File: src/rtl/seq_pkg.sv
// Shared definitions for the instruction sequencer: FSM states, instruction
// word field positions and the opcode encodings understood by `processor`.
package seq_pkg;

   typedef enum logic [2:0] {
      S_IDLE    = 3'd0,
      S_FETCH   = 3'd1,
      S_ISSUE   = 3'd2,
      S_WAIT    = 3'd3,
      S_CAPTURE = 3'd4,
      S_DONE    = 3'd5,
      S_ERROR   = 3'd6
   } state_e;

   localparam int INSTR_W = 12;
   localparam int OPC_MSB = 11;
   localparam int OPC_LSB = 9;
   localparam int WEN_BIT = 8;
   localparam int A_MSB   = 7;
   localparam int A_LSB   = 4;
   localparam int B_MSB   = 3;
   localparam int B_LSB   = 0;

   localparam logic [2:0] OP_AND  = 3'b000;
   localparam logic [2:0] OP_OR   = 3'b001;
   localparam logic [2:0] OP_ADD  = 3'b010;
   localparam logic [2:0] OP_SUB  = 3'b011;
   localparam logic [2:0] OP_REG  = 3'b100;
   localparam logic [2:0] OP_HALT = 3'b111;

   // True when an instruction word is the HALT marker.
   function automatic logic is_halt(input logic [INSTR_W-1:0] instr);
      return instr[OPC_MSB:OPC_LSB] == OP_HALT;
   endfunction

endpackage

File: src/rtl/instr_sequencer_if.sv
// Link between the sequencer (master) and `processor` (slave): issued
// instruction fields one way, result and flags the other way.
interface instr_sequencer_if;
   logic [2:0] opcode;
   logic [3:0] a;
   logic [3:0] b;
   logic       wenable;
   logic [3:0] res;
   logic       cf;
   logic       zf;
   logic       sf;
   logic       invalid;

   modport master (
      output opcode, a, b, wenable,
      input  res, cf, zf, sf, invalid
   );

   modport slave (
      input  opcode, a, b, wenable,
      output res, cf, zf, sf, invalid
   );
endinterface

File: src/rtl/prog_mem.sv
// Program store: one write port, one registered read port. A write to the
// address being read in the same cycle is forwarded, so a program word
// written on the start edge is what the first fetch sees.
module prog_mem #(
   parameter  int DEPTH = 16,
   localparam int AW    = $clog2(DEPTH)
) (
   input  logic          clk,
   input  logic          we_i,
   input  logic [AW-1:0] waddr_i,
   input  logic [11:0]   wdata_i,
   input  logic [AW-1:0] raddr_i,
   output logic [11:0]   rdata_o
);
   logic [11:0] mem_q [DEPTH];
   logic [11:0] rdata_q;

   // Write port; contents survive reset.
   always_ff @(posedge clk) begin
      if (we_i) begin
         mem_q[waddr_i] <= wdata_i;
      end
   end

   // Registered read with write-first forwarding.
   always_ff @(posedge clk) begin
      if (we_i && (waddr_i == raddr_i)) begin
         rdata_q <= wdata_i;
      end else begin
         rdata_q <= mem_q[raddr_i];
      end
   end

   assign rdata_o = rdata_q;
endmodule

File: src/rtl/instr_sequencer.sv
// Fetch/issue stage in front of `processor`. Steps through the program one
// instruction at a time: FETCH, ISSUE, WAIT_CYCLES cycles of WAIT, CAPTURE.
// The memory read address is the next-state PC, so the word for the PC is
// already in the read register when FETCH is entered.
module instr_sequencer
   import seq_pkg::*;
#(
   parameter  int DEPTH       = 16,
   parameter  int WAIT_CYCLES = 2,
   localparam int AW          = $clog2(DEPTH)
) (
   input  logic                clk,
   input  logic                rstn,
   input  logic                prog_we_i,
   input  logic [AW-1:0]       prog_addr_i,
   input  logic [INSTR_W-1:0]  prog_data_i,
   input  logic                start_i,
   instr_sequencer_if.master   proc,
   output logic                busy_o,
   output logic                done_o,
   output logic                overrun_o,
   output logic                error_o,
   output logic [AW-1:0]       pc_o,
   output logic [3:0]          last_res_o,
   output logic [2:0]          last_flags_o,
   output logic [4:0]          icount_o
);
   localparam logic [AW-1:0] PC_LAST = AW'(DEPTH - 1);

   state_e        state_q, state_d;
   logic [AW-1:0] pc_q, pc_d;
   logic [4:0]    icount_q, icount_d;
   logic          busy_q, busy_d;
   logic          done_q, done_d;
   logic          overrun_q, overrun_d;
   logic          error_q, error_d;
   logic [3:0]    last_res_q, last_res_d;
   logic [2:0]    last_flags_q, last_flags_d;
   logic [2:0]    opcode_q, opcode_d;
   logic [3:0]    a_q, a_d;
   logic [3:0]    b_q, b_d;
   logic          wen_q, wen_d;
   logic          ir_wen_q, ir_wen_d;
   logic [2:0]    cnt_q, cnt_d;
   logic          idle_like;
   logic          mem_we;
   logic [INSTR_W-1:0] rdata;

   assign idle_like = (state_q == S_IDLE) || (state_q == S_DONE) || (state_q == S_ERROR);
   assign mem_we    = prog_we_i && idle_like;

   prog_mem #(.DEPTH(DEPTH)) u_prog_mem (
      .clk     (clk),
      .we_i    (mem_we),
      .waddr_i (prog_addr_i),
      .wdata_i (prog_data_i),
      .raddr_i (pc_d),
      .rdata_o (rdata)
   );

   // Next-state and datapath decisions for the sequencing FSM.
   always_comb begin
      state_d      = state_q;
      pc_d         = pc_q;
      icount_d     = icount_q;
      done_d       = done_q;
      overrun_d    = overrun_q;
      error_d      = error_q;
      last_res_d   = last_res_q;
      last_flags_d = last_flags_q;
      opcode_d     = opcode_q;
      a_d          = a_q;
      b_d          = b_q;
      wen_d        = wen_q;
      ir_wen_d     = ir_wen_q;
      cnt_d        = cnt_q;
      case (state_q)
         S_IDLE, S_DONE, S_ERROR: begin
            if (start_i) begin
               pc_d         = '0;
               icount_d     = 5'd0;
               done_d       = 1'b0;
               overrun_d    = 1'b0;
               error_d      = 1'b0;
               last_res_d   = 4'd0;
               last_flags_d = 3'd0;
               state_d      = S_FETCH;
            end else begin
               state_d = state_q;
            end
         end
         S_FETCH: begin
            if (is_halt(rdata)) begin
               done_d  = 1'b1;
               state_d = S_DONE;
            end else begin
               // Loaded here so the fields are on the bus during ISSUE.
               opcode_d = rdata[OPC_MSB:OPC_LSB];
               a_d      = rdata[A_MSB:A_LSB];
               b_d      = rdata[B_MSB:B_LSB];
               wen_d    = rdata[WEN_BIT];
               ir_wen_d = rdata[WEN_BIT];
               state_d  = S_ISSUE;
            end
         end
         S_ISSUE: begin
            wen_d   = 1'b0;
            cnt_d   = 3'(WAIT_CYCLES);
            state_d = S_WAIT;
         end
         S_WAIT: begin
            if (cnt_q == 3'd1) begin
               state_d = S_CAPTURE;
            end else begin
               cnt_d = cnt_q - 3'd1;
            end
         end
         S_CAPTURE: begin
            if (proc.invalid) begin
               error_d = 1'b1;
               state_d = S_ERROR;
            end else begin
               // A write-enabled instruction leaves res undriven.
               if (!ir_wen_q) begin
                  last_res_d   = proc.res;
                  last_flags_d = {proc.cf, proc.zf, proc.sf};
               end else begin
                  last_res_d   = last_res_q;
               end
               if (icount_q != 5'd31) begin
                  icount_d = icount_q + 5'd1;
               end else begin
                  icount_d = icount_q;
               end
               if (pc_q == PC_LAST) begin
                  overrun_d = 1'b1;
                  done_d    = 1'b1;
                  state_d   = S_DONE;
               end else begin
                  pc_d    = pc_q + 1'b1;
                  state_d = S_FETCH;
               end
            end
         end
         default: begin
            state_d = S_IDLE;
         end
      endcase
      busy_d = (state_d == S_FETCH) || (state_d == S_ISSUE) ||
               (state_d == S_WAIT)  || (state_d == S_CAPTURE);
   end

   // State and output registers with synchronous active-low reset.
   always_ff @(posedge clk) begin
      if (!rstn) begin
         state_q      <= S_IDLE;
         pc_q         <= '0;
         icount_q     <= 5'd0;
         busy_q       <= 1'b0;
         done_q       <= 1'b0;
         overrun_q    <= 1'b0;
         error_q      <= 1'b0;
         last_res_q   <= 4'd0;
         last_flags_q <= 3'd0;
         opcode_q     <= 3'd0;
         a_q          <= 4'd0;
         b_q          <= 4'd0;
         wen_q        <= 1'b0;
         ir_wen_q     <= 1'b0;
         cnt_q        <= 3'd0;
      end else begin
         state_q      <= state_d;
         pc_q         <= pc_d;
         icount_q     <= icount_d;
         busy_q       <= busy_d;
         done_q       <= done_d;
         overrun_q    <= overrun_d;
         error_q      <= error_d;
         last_res_q   <= last_res_d;
         last_flags_q <= last_flags_d;
         opcode_q     <= opcode_d;
         a_q          <= a_d;
         b_q          <= b_d;
         wen_q        <= wen_d;
         ir_wen_q     <= ir_wen_d;
         cnt_q        <= cnt_d;
      end
   end

   assign proc.opcode  = opcode_q;
   assign proc.a       = a_q;
   assign proc.b       = b_q;
   assign proc.wenable = wen_q;
   assign busy_o       = busy_q;
   assign done_o       = done_q;
   assign overrun_o    = overrun_q;
   assign error_o      = error_q;
   assign pc_o         = pc_q;
   assign last_res_o   = last_res_q;
   assign last_flags_o = last_flags_q;
   assign icount_o     = icount_q;
endmodule

File: src/flat_wrapper.sv
// flat-port wrapper written by rule: the top's interface ports become plain ports
module instr_sequencer_flat import seq_pkg::*;
#(
   parameter  int DEPTH       = 16,
   parameter  int WAIT_CYCLES = 2,
   localparam int AW          = $clog2(DEPTH)
)
  (clk, rstn, prog_we_i, prog_addr_i, prog_data_i, start_i, busy_o, done_o, overrun_o, error_o, pc_o, last_res_o, last_flags_o, icount_o, proc_opcode, proc_a, proc_b, proc_wenable, proc_res, proc_cf, proc_zf, proc_sf, proc_invalid);
  instr_sequencer_if proc_i ();
  input  logic clk;
  input  logic rstn;
  input  logic prog_we_i;
  input  logic [AW-1:0] prog_addr_i;
  input  logic [INSTR_W-1:0] prog_data_i;
  input  logic start_i;
  output logic busy_o;
  output logic done_o;
  output logic overrun_o;
  output logic error_o;
  output logic [AW-1:0] pc_o;
  output logic [3:0] last_res_o;
  output logic [2:0] last_flags_o;
  output logic [4:0] icount_o;
  output wire logic [$bits(proc_i.opcode)-1:0] proc_opcode;
  output wire logic [$bits(proc_i.a)-1:0] proc_a;
  output wire logic [$bits(proc_i.b)-1:0] proc_b;
  output wire logic [$bits(proc_i.wenable)-1:0] proc_wenable;
  input wire logic [$bits(proc_i.res)-1:0] proc_res;
  input wire logic [$bits(proc_i.cf)-1:0] proc_cf;
  input wire logic [$bits(proc_i.zf)-1:0] proc_zf;
  input wire logic [$bits(proc_i.sf)-1:0] proc_sf;
  input wire logic [$bits(proc_i.invalid)-1:0] proc_invalid;
  assign proc_opcode = proc_i.opcode;
  assign proc_a = proc_i.a;
  assign proc_b = proc_i.b;
  assign proc_wenable = proc_i.wenable;
  assign proc_i.res = proc_res;
  assign proc_i.cf = proc_cf;
  assign proc_i.zf = proc_zf;
  assign proc_i.sf = proc_sf;
  assign proc_i.invalid = proc_invalid;
  instr_sequencer #(.DEPTH(DEPTH), .WAIT_CYCLES(WAIT_CYCLES)) u_core (.clk(clk), .rstn(rstn), .prog_we_i(prog_we_i), .prog_addr_i(prog_addr_i), .prog_data_i(prog_data_i), .start_i(start_i), .proc(proc_i), .busy_o(busy_o), .done_o(done_o), .overrun_o(overrun_o), .error_o(error_o), .pc_o(pc_o), .last_res_o(last_res_o), .last_flags_o(last_flags_o), .icount_o(icount_o));
endmodule
File: config.mk
export PLATFORM = sky130hd
export DESIGN_NAME = instr_sequencer_flat
export DESIGN_NICKNAME = d
export VERILOG_FILES = /design/src/rtl/seq_pkg.sv /design/src/rtl/instr_sequencer_if.sv /design/src/rtl/prog_mem.sv /design/src/rtl/instr_sequencer.sv /design/src/flat_wrapper.sv
export SDC_FILE = /design/constraint.sdc
export NUM_CORES = 1
export LEC_CHECK = 0
export BUFFER_PORTS_ARGS = -buffer_cell sky130_fd_sc_hd__buf_4
export CORE_MARGIN = 5
export CORE_UTILIZATION = 27
export CTS_BUF_LIST = sky130_fd_sc_hd__clkbuf_16
export CTS_CLUSTER_DIAMETER = 80
export DETAILED_ROUTE_END_ITERATION = 10
export GPL_ROUTABILITY_DRIVEN = 0
export PLACE_DENSITY = 0.45
export SLEW_MARGIN = 20
export SYNTH_ARGS = -nofsm -noshare
export SYNTH_HDL_FRONTEND = slang
export SYNTH_HIERARCHICAL = 1
export SYNTH_SLANG_ARGS = --single-unit
File: constraint.sdc
create_clock -name clk -period 2.8 [get_ports clk]
set_clock_uncertainty 0.05 [all_clocks]
set_input_delay 0 -clock clk [delete_from_list [all_inputs] [get_ports clk]]
set_output_delay 0 -clock clk [all_outputs]
set_load 0.03 [all_outputs]
==> key figures, run 1 <==
Status
  • Status: finished, final reports clean

Synthesis
  • Cell accounting for the most synthesized area: edfxtp_1
  • Number of synthesis warnings: 6
  • Synth Register Bits: 235
  • Netlist cell types: 46
  • Synthesized cell area: 9329 um^2
  • Synth Instances: 553
  • Synth top area cells: edfxtp_1, dfxtp_1, mux4_2, mux4_1, a22oi_1
  • Synth top area share: 0.6180
  • Register area share after synthesis: 0.7103
  • Synthesized area per cell: 16.87 um^2
  • Post-synthesis net count: 586

Floorplanning
  • DIE AREA: 38370 um^2
  • Die width: 195.9 um
  • Row count: 68
  • Initial Util: 0.2721
  • Core area: 34290 um^2
  • IO Count: 60
  • Die Span Y: 195.9 um

Timing
  • FMAX: 398.4 MHz
  • Setup TNS: 0 ns
  • Setup-failing EPs final: 0
  • Final worst slack: 0.2897 ns
  • Fin crit share: 0.8965
  • Final Max Tran Viols: 0
  • Worst Tran Pin Value: 0.6113 ns
  • Post-layout min period: 2.510 ns
  • Slew margin rel.: 0.5916
  • Final hold violations: 0
  • RSZ-0062 raised after global routing: false

Setup path
  • Worst Setup Start Kind: flip-flop
  • Type of the worst setup path: flip-flop to flip-flop
  • CP Max Fanout: 10
  • Crit path cell chain: buf_6, mux4_2, a22oi_2, nand2_1, and3_1, a22oi_1, o21ai_0, nor4_1, a211oi_1
  • Flop2flop setup slack: 0.29 ns
  • Worst setup EP type: flip-flop
  • Worst R2R End: u_core/busy_o
  • Slowest CP cell: mux4_2
  • Largest stage delay, worst path: 0.54 ns
  • Arrival time worst endpoint: 2.85 ns
  • R2R depth: 9
  • Worst Path Required: 3.14 ns

Routing
  • Via count: 5357
  • DR vias/cell: 4.634
  • Pre-antenna DRT Iters: 4
  • Iter 0 DRT Violations: 305
  • Antenna Nets Post-Route: 0
  • DRC violations left: 0
  • Drt total wl: 23110 um
  • Post-DR wirelength/cell: 19.99 um

Power
  • Leak pwr: 3.874 nW
  • Worst ir drop on vdd: 0.5114 mV
  • Pwr dens: 640.8 nW/um^2

CTS
  • Post-CTS Setup Repair Bufs: 0
  • CTS tree: built
  • CTS Buffer Depth: 3
  • Clock Pin Slew Worst Setup and Hold Paths: 0.06 ns
  • H-tree Lvls: 1
  • CTS Buf Count: 26
  • Root Driver: clkbuf_16
  • Worst-Skew Late Latency: 0.53 ns
  • CTS Sinks: 235

Worst hold path
  • Worst hold endpoint: u_core/u_prog_mem/mem_q[0][8]
  • Worst hold path class: input port to flip-flop
  • HP Start: prog_addr_i[3]
  • Hold path depth: 4

Global routing
  • Number of global-route vias before repair: 5679
  • All-Layer GR Usage: 0.1177
  • Gr ovfl total: 0
  • First-pass GRT wire length: 34890 um
  • Initial antenna violation count: 1
  • Largest net degree at the start of global routing: 30

Finish
  • Layout cells sized above 1: 0.2568
  • Final #Nets: 714
  • Cell area after layout: 11590 um^2
  • Finished Core Util: 0.3381
  • Area growth syn-to-layout: 24.26%
  • N_diodes: 0

Place
  • Detailed placement HPWL: 14970 um
  • # port buffers: 59
  • Dpl cell area: 10480 um^2
  • Dpl ws: 0.2056 ns

Flow run
  • Max cap viols: 0
synthesized netlist by cell type (all sizes together):
| cell type | count |
|---|---|
| clkinv | 1 |
| o32ai | 1 |
| nand2b | 10 |
| a31oi | 2 |
| xor2 | 3 |
| a21boi | 1 |
| mux4 | 48 |
| ha | 5 |
| and3 | 3 |
| o221a | 3 |
| or3b | 2 |
| and2 | 4 |
| nand3 | 14 |
| dfxtp | 43 |
| nor4 | 1 |
| a21oi | 25 |
| a211oi | 1 |
| o211ai | 2 |
| a221oi | 1 |
| mux2i | 9 |
| edfxtp | 192 |
| nand2 | 48 |
| clkbuf | 15 |
| buf | 14 |
| o22ai | 2 |
| a311oi | 1 |
| nor2b | 7 |
| nor3 | 9 |
| maj3 | 1 |
| o21ai | 15 |
| nand4b | 1 |
| or4b | 1 |
| a22oi | 25 |
| a41oi | 1 |
| nand3b | 2 |
| o21a | 1 |
| or3 | 3 |
| nor2 | 30 |
| inv | 6 |
power by group:
part	switching, mW	leakage [nW]	internal (mW)	total [mW]
Sequential	0.0393	2.08	3.84	3.88
Clock	1.33	0.419	1.77	3.10
Combinational	0.271	1.37	0.174	0.446
worst max-delay path: cells and delay by family, from the launching register on:
family                 cells  cell delay (ns)
buffers and inverters      1             0.21
flip-flops                 1             0.43
AND/OR/NAND/NOR            3             0.53
AO/OA/AOI/OAI              4             0.62
multiplexers               1             0.54
cells in the final DEF (no fill, tap or decap), drive strengths merged, types with 2 or more instances in the layout:
cell type,n
nor2b,7
and3,3
a31oi,2
xor2,3
clkbuf,26
o221a,3
dlygate4sd3,32
nand2b,10
nor2,30
nand3,14
and2,4
a21oi,25
a22oi,25
nand2,48
nor3,9
or3,3
inv,15
mux4,48
o211ai,2
dfxtp,43
buf,97
o21ai,15
o22ai,2
edfxtp,192
or3b,2
mux2i,9
clkinv,12
nand3b,2
ha,5
flip-flops by register name, summed over array words and instances, names as in the netlist, named ones only:
register                 count
u_core/state_q               3
u_core/busy_o                1
u_core/overrun_o             1
u_core/error_o               1
u_core/u_prog_mem/mem_q    192
u_core/done_o                1
u_core/last_flags_o          3
u_core/pc_o                  4
u_core/icount_o              5
u_core/proc.b                4
u_core/proc.a                4
u_core/proc.opcode           3
u_core/proc.wenable          1
u_core/cnt_q                 3
u_core/ir_wen_q              1
u_core/last_res_o            4
area by class of cell:
class                           count  area [um^2]
Fill cell                        3319        22700
Sequential cell                   235         6629
Multi-Input combinational cell    282         2532
Timing Repair Buffer              129         1052
Clock buffer                       26        650.6
Tap cell                          455        569.3
Clock inverter                     22        132.6
Inverter                            7        26.28
per-stage QoR:
stage | hold slack (ns) | cells | power (mW)
after floorplan | 0.04887 | 553 | 4.184
after global placement | 0.2252 | 1076 | 4.362
after detailed placement | 0.2358 | 1076 | 4.377
after CTS | 0.07183 | 1156 | 7.540
after global routing | 0.09664 | 1156 | 7.728
final | 0.1086 | 1156 | 7.428
cell families (layout without fill, tap and decap cells):
logic type / count (synthesis) / count (layout) / share of synthesized area
compound gates: 81 / 81 / 0.05754
xor+xnor: 3 / 3 / 0.002817
buf+inv: 36 / 184 / 0.02092
simple gates: 135 / 135 / 0.06907
fa+ha+maj: 6 / 6 / 0.007779
mux: 57 / 57 / 0.1316
flops: 235 / 235 / 0.7103
metal layers:
metal,wire [um],track usage,vias up
met1,10810,0.1720,2730
met5,13,0,-
met4,352,0.02017,2
li1,-,-,2447
met2,10680,0.1872,147
met3,1247,0.02078,31
timing repair:
action / in CTS / in global routing
gates resized for setup: 0 / 2
hold endpoints to repair: 240 / 0
endpoints found under the setup margin: 0 / 1
hold buffers: 32 / 0
worst max path at each step:
stage	end	startpoint	slack (ns)
after floorplan	u_core/u_prog_mem/mem_q[4][0]	u_core/state_q[1]	0.18
after global placement	u_core/busy_o	flip-flop	0.20
after detailed placement	u_core/busy_o	flip-flop	0.21
after CTS	u_core/busy_o	flip-flop	0.16
after global routing	u_core/busy_o	flip-flop	0.05
final	u_core/busy_o	flip-flop	0.29
No activity file was read; power rests on OpenSTA's default activity.
==> run 2, diff against run 1 <==
--- a/config.mk
+++ b/config.mk
@@ -7,4 +7,5 @@
 export LEC_CHECK = 0
 export BUFFER_PORTS_ARGS = -buffer_cell sky130_fd_sc_hd__buf_4
+export CORE_ASPECT_RATIO = 0.9
 export CORE_MARGIN = 5
 export CORE_UTILIZATION = 27
==> constraint.sdc (replaced) <==
create_clock -name clk -period 2.8 [get_ports clk]
set_clock_uncertainty 0.05 [all_clocks]
set_input_delay 0.28 -clock clk [delete_from_list [all_inputs] [get_ports clk]]
set_output_delay 0.28 -clock clk [all_outputs]
set_load 0.03 [all_outputs]
==> run 2 against run 1 <==
Net effect:
- sequential share of layout area rose by 1.2 points
- critical path depth did not move
- utilization fell by 0.46 points
- global-route usage fell by 0.21 points
- final cell count fell by 1.9%
- combinational power fell by 2%
- hold slack got worse by 0.090 ns
- die area barely moved
- worst setup slack got worse by 0.029 ns
- sequential cell count did not move
- register-to-register slack got worse by 0.03 ns
- highest routed layer is now met4
==> key figures, run 2 (synthesis gave the netlist of run 1 again) <==
CTS
  • Root Driver: clkbuf_16
  • Post-CTS Resized: 0 (unchanged)
  • H-tree Lvls: 1 (unchanged)
  • Clock Pin Slew Worst Setup and Hold Paths: 0.06 ns (about the same)
  • CTS tree: built
  • CTS Buffer Depth: 3 (unchanged)
  • # hold bufs at CTS: 7 (-78%)
  • CTS Buf Count: 24 (-7.7%)
  • CTS Sinks: 235 (unchanged)
  • Worst-Skew Late Latency: 0.50 ns (-0.03 ns)
  • Post-CTS Setup Repair Bufs: 0 (unchanged)

Power
  • Combinational Power Share: 0.061 (about the same)
  • Leak pwr: 3.777 nW (-2.5%)
  • Pint: 5.599 mW (-3.3%)
  • Seq pwr share: 0.541 (+0.019)
  • Sw Ratio: 0.2182 (-0.002428)
  • P_sw: 1.563 mW (-4.6%)
  • Worst ir drop on vdd: 0.3636 mV (-29%)
  • Pwr dens: 631.1 nW/um^2 (-1.5%)
  • Clock share of power: 0.398 (-0.020)

Setup path
  • Worst Path Required: 3.16 ns (+0.02 ns)
  • Flop2flop setup slack: 0.26 ns (-0.03 ns)
  • Largest stage delay, worst path: 0.53 ns (about the same)
  • Worst Setup Start Kind: flip-flop
  • Worst setup EP type: flip-flop
  • R2R depth: 9 (unchanged)
  • Type of the worst setup path: flip-flop to flip-flop
  • CP bufs+invs: 2 (+1)
  • CP Max Fanout: 14 (+4)
  • Crit path cell chain: buf_4, mux4_2, a22oi_1, nand2_1, and3_1, nor2_1, buf_4, nor4_1, a211oi_1
  • Top delay family on crit path: compound AO/OA/AOI/OAI gates
  • Worst R2R End: u_core/busy_o
  • CP most frequent cell: buf_4
  • Arrival time worst endpoint: 2.90 ns (+0.05 ns)
  • Slowest CP cell: mux4_2

Timing
  • Worst Tran Pin Value: 0.5473 ns (-0.06399 ns)
  • Fin crit share: 0.9070 (+0.01051)
  • Setup-failing EPs final: 0 (unchanged)
  • Post-layout min period: 2.540 ns (+0.02943 ns)
  • Slew margin rel.: 0.6329 (+0.04124)
  • RSZ-0062 raised after global routing: false
  • Setup TNS: 0 ns (unchanged)
  • Final hold violations: 0 (unchanged)
  • FMAX: 393.7 MHz (-1.2%)
  • Final Max Tran Viols: 0 (unchanged)

Place
  • # port buffers: 59 (unchanged)
  • Detailed placement HPWL: 15020 um (+0.37%)
  • Dpl cells: 1086 (+0.93%)

Worst hold path
  • Worst hold endpoint: u_core/u_prog_mem/mem_q[0][1]
  • Worst hold path class: input port to flip-flop
  • HP Start: prog_data_i[1]
  • Hold path depth: 1 (-3)

Global routing
  • Number of global-route vias before repair: 5403 (-4.9%)
  • All-Layer GR Usage: 0.1155 (-0.002130)
  • Largest net degree at the start of global routing: 26 (-13%)
  • Gr ovfl total: 0 (unchanged)
  • First-pass GRT wire length: 33830 um (-3.0%)
  • Initial antenna violation count: 0 (-1)

Finish
  • N_diodes: 0 (unchanged)
  • Layout cells sized above 1: 0.2634 (+0.006617)
  • Final #Nets: 690 (-3.4%)
  • Finished Core Util: 0.3335 (-0.004633)
  • FF/Latch Area: 6629 um^2 (unchanged)
  • Largest register FFs: 192 (unchanged)
  • Commonest cells after routing, fill and taps aside: edfxtp_1, buf_4, nand2_1
  • Reg with most FFs: u_core/u_prog_mem/mem_q
  • Multi-input logic area: 2527 um^2 (-0.20%)
  • Leading cell type in the layout, fill and taps excluded: edfxtp_1
  • Area growth syn-to-layout: 21.65%
  • Non-Filler Instances: 1134 (-1.9%)
  • Fillers: 3293 (-0.78%)

Routing
  • Pre-antenna DRT Iters: 4 (unchanged)
  • Iter 0 DRT Violations: 289 (-5.2%)
  • Antenna Nets Post-Route: 0 (unchanged)
  • Post-DR wirelength/cell: 19.91 um (-0.41%)
  • Drt total wl: 22580 um (-2.3%)
  • DRC violations left: 0 (unchanged)
  • Via count: 5202 (-2.9%)
  • DR vias/cell: 4.587 (-1.0%)

Floorplanning
  • Die width: 205.9 um (+5.1%)
  • Die Span Y: 186.3 um (-4.9%)
  • Row count: 64 (-5.9%)
  • Initial Util: 0.2741 (+0.002041)
  • DIE AREA: 38370 um^2 (about the same)
  • Core area: 34030 um^2 (-0.74%)
  • IO Count: 60 (unchanged)

Flow run
  • Max cap viols: 0 (unchanged)

Status
  • Status: finished, final reports clean
[run 2: final cells by class]
type                       count  share of cell area
inverter                       7            0.002315
tap                          462             0.05094
clock buffer                  25             0.05513
sequential                   235              0.5841
multi-input combinational    282              0.2227
clock inverter                16            0.005843
timing repair buffer         107             0.07894
[run 2: worst register-to-register path: stages, from the launching register on]
cell and delay, ns:
dfxtp_2 0.34, buf_4 0.24, mux4_2 0.53, a22oi_1 0.29, nand2_1 0.15, and3_1 0.21, nor2_1 0.10, buf_4 0.20
nor4_1 0.07, a211oi_1 0.25
[run 2: worst max-delay path by stage]
stage | startpoint | to | slack (ns) | cells after the start
2_1_floorplan | u_core/state_q[1] | u_core/u_prog_mem/mem_q[4][0] | 0.18 | 7
3_3_place_gp | flip-flop | u_core/busy_o | 0.29 | 9
3_5_place_dp | flip-flop | u_core/busy_o | 0.28 | 9
4_1_cts | flip-flop | u_core/busy_o | 0.26 | 9
5_1_grt | flip-flop | u_core/busy_o | 0.11 | 9
6_report | flip-flop | u_core/busy_o | 0.26 | 9
[run 2: stage by stage]
step	cell area (um^2)	setup slack [ns]	total power [mW]	hold WS [ns]
floorplan	9334	0.1816	4.184	0.3289
global placement	10590	0.2903	4.369	0.4001
detailed placement	10590	0.2827	4.382	0.3968
CTS	11350	0.2649	7.246	0.0002489
global route	11350	0.1112	7.439	0.009474
finish	11350	0.2603	7.162	0.01838
[run 2: power groups by stage]
stage | sequential, mW | combinational, mW | clock (mW)
final | 3.87 | 0.437 | 2.85
after global routing | 3.88 | 0.478 | 3.09
after CTS | 3.87 | 0.444 | 2.93
after detailed placement | 3.95 | 0.434 | 0
after global placement | 3.94 | 0.424 | 0
after floorplan | 3.98 | 0.204 | 0
[run 2: metal layers]
layer / vias to the layer above / track usage / wire (um) / part of all wire
li1: 2404 / - / - / -
met1: 2648 / 0.1731 / 10750 / 0.48
met2: 123 / 0.1789 / 10150 / 0.45
met3: 27 / 0.01944 / 1309 / 0.058
met4: 0 / 0.02149 / 371 / 0.016
met5: - / 0 / 0 / 0
==> run 3, diff against run 2 <==
Settings changed: CTS_BUF_LIST sky130_fd_sc_hd__clkbuf_16 to sky130_fd_sc_hd__clkbuf_8, CTS_CLUSTER_DIAMETER 80 to default, GPL_TIMING_DRIVEN from default to 0.
==> run 3 against run 2 <==
Net effect:
- critical path depth shrank 1
- final cell count grew 3.5%
- largest power group unchanged
- combinational power grew 9.6%
- total power shrank 1.5%
- critical endpoint is now u_core/u_prog_mem/mem_q[0][0]
- wire length grew 2.1%
- die area is the same
- clock power shrank 5%
- first-iteration DRC count grew 14%
- non-clock buffer count grew 13
- hold slack lost 0.0012 ns
==> key figures, run 3 (synthesis gave the netlist of run 1 again) <==
Power
  • Pwr dens: 609.9 nW/um^2 (-3.4%)
  • Worst ir drop on vdd: 0.3538 mV (-2.7%)
  • Leak pwr: 3.830 nW (+1.4%)

Floorplanning
  • DIE AREA: 38370 um^2 (unchanged)
  • Die Span Y: 186.3 um (unchanged)
  • IO Count: 60 (unchanged)
  • Core area: 34030 um^2 (unchanged)
  • Initial Util: 0.2741 (unchanged)
  • Die width: 205.9 um (unchanged)
  • Row count: 64 (unchanged)

Setup path
  • Worst setup EP type: flip-flop
  • CP Max Fanout: 10 (-4)
  • Slowest CP cell: or3b_1
  • Crit path cell chain: buf_2, clkbuf_1, nor3_1, a21oi_1, nor2b_4, or3b_1, nor3_4, buf_4
  • Worst Setup Start Kind: flip-flop
  • Arrival time worst endpoint: 2.90 ns (about the same)
  • Largest stage delay, worst path: 0.55 ns (+0.02 ns)
  • Type of the worst setup path: flip-flop to flip-flop
  • Worst Path Required: 2.97 ns (-0.19 ns)

Routing
  • Antenna Nets Post-Route: 0 (unchanged)
  • Post-DR wirelength/cell: 19.64 um (-1.3%)
  • Via count: 5355 (+2.9%)
  • Drt total wl: 23060 um (+2.1%)
  • DRC violations left: 0 (unchanged)
  • DR vias/cell: 4.561 (-0.57%)
  • Iter 0 DRT Violations: 330 (+14%)
  • Pre-antenna DRT Iters: 5 (+1)

CTS
  • Clock Pin Slew Worst Setup and Hold Paths: 0.07 ns (about the same)
  • Root Driver: clkbuf_8
  • CTS Buffer Depth: 3 (unchanged)
  • H-tree Lvls: 2 (+1)
  • Worst-Skew Late Latency: 0.53 ns (+0.03 ns)
  • CTS tree: built
  • CTS Buf Count: 39 (+63%)
  • CTS Sinks: 235 (unchanged)

Global routing
  • First-pass GRT wire length: 33930 um (+0.31%)
  • Largest net degree at the start of global routing: 17 (-35%)
  • All-Layer GR Usage: 0.1164 (+0.0008420)
  • Number of global-route vias before repair: 5621 (+4.0%)
  • Initial antenna violation count: 0 (unchanged)
  • Gr ovfl total: 0 (unchanged)

Timing
  • Worst Tran Pin Value: 0.6328 ns (+0.08553 ns)
  • Final Max Tran Viols: 0 (unchanged)
  • Slew margin rel.: 0.5781 (-0.05477)
  • FMAX: 366.1 MHz (-7.0%)
  • Post-layout min period: 2.732 ns (+0.1919 ns)
  • Final hold violations: 0 (unchanged)
  • RSZ-0062 raised after global routing: false
  • Fin crit share: 0.9756 (+0.06853)
  • Setup-failing EPs final: 0 (unchanged)

Flow run
  • Max cap viols: 0 (unchanged)

Finish
  • Finished Core Util: 0.3399 (+0.006397)
  • Commonest cells after routing, fill and taps aside: edfxtp_1, buf_4, nand2_1
  • Leading cell type in the layout, fill and taps excluded: edfxtp_1
  • N_diodes: 0 (unchanged)
  • Final #Nets: 718 (+4.1%)
  • Cell area after layout: 11570 um^2 (+1.9%)
  • Layout cells sized above 1: 0.2907 (+0.02734)
  • Area growth syn-to-layout: 23.98%
  • Largest register FFs: 192 (unchanged)
  • Reg with most FFs: u_core/u_prog_mem/mem_q

Place
  • # port buffers: 57 (-3.4%)
  • Dpl cell area: 10420 um^2 (-1.6%)
  • Detailed placement HPWL: 15030 um (about the same)

Worst hold path
  • Worst hold path class: input port to flip-flop

Status
  • Status: finished, final reports clean
[run 3: layer usage]
layer,wire (um),track usage,vias to the layer above
met1,10600,0.1640,2673
met3,1506,0.02847,42
met2,10450,0.1801,176
li1,-,-,2464
met5,0,0,-
met4,509,0.03224,0
[run 3: power by group]
part / switching (mW) / internal [mW] / total, mW
sequential: 0.0277 / 3.84 / 3.87
combinational: 0.304 / 0.175 / 0.479
clock: 1.35 / 1.36 / 2.71
total: 1.68 / 5.38 / 7.05
[run 3: timing repair]
item                       4_1_cts  5_1_grt
setup buffers                   10        8
gates resized for setup         24       15
hold endpoints to repair        59        0
setup endpoints to repair      204      191
hold buffers                    14        0
pin swaps                        7        6
[run 3: final timing paths]
check / startpoint / to / slack (ns) / cells past startpoint
setup reg to reg: u_core/state_q[0] / u_core/u_prog_mem/mem_q[0][0] / 0.07 / 8
hold reg to reg: u_core/last_flags_o[0] / u_core/last_flags_o[0] / 0.41 / 2
setup / recovery: u_core/state_q[0] / u_core/u_prog_mem/mem_q[0][0] / 0.07 / 8
hold / removal: prog_data_i[2] / u_core/u_prog_mem/mem_q[13][2] / 0.02 / 1
[run 3: through the flow]
step                TNS, ns  instances  hold slack, ns  power (mW)  worst slack [ns]
floorplan                 0        553          0.3289       4.184            0.1816
global placement    -128.49       1072          0.3968       4.358            -1.243
detailed placement   -57.94       1075          0.4127       4.382           -0.4597
CTS                  -1.626       1167        0.001075       7.152          -0.06072
global route              0       1174        0.008252       7.372         0.0007176
finish                    0       1174         0.01721       7.055           0.06839
[run 3: cell type report]
class	count	area [um^2]
Clock inverter	27	118.9
Multi-Input combinational cell	282	2671
Fill cell	3280	22470
Timing Repair Buffer	92	770.7
Inverter	7	26.28
Buffer	28	206.4
Clock buffer	41	564.3
Sequential cell	235	6630
Tap cell	462	578.1
[run 3: worst max-delay path, delay by kind of cell, from the launching register on]
kind,cells,cell delay (ns)
simple gates,4,1.30
compound gates,1,0.12
buf+inv,3,0.62
flops,1,0.31
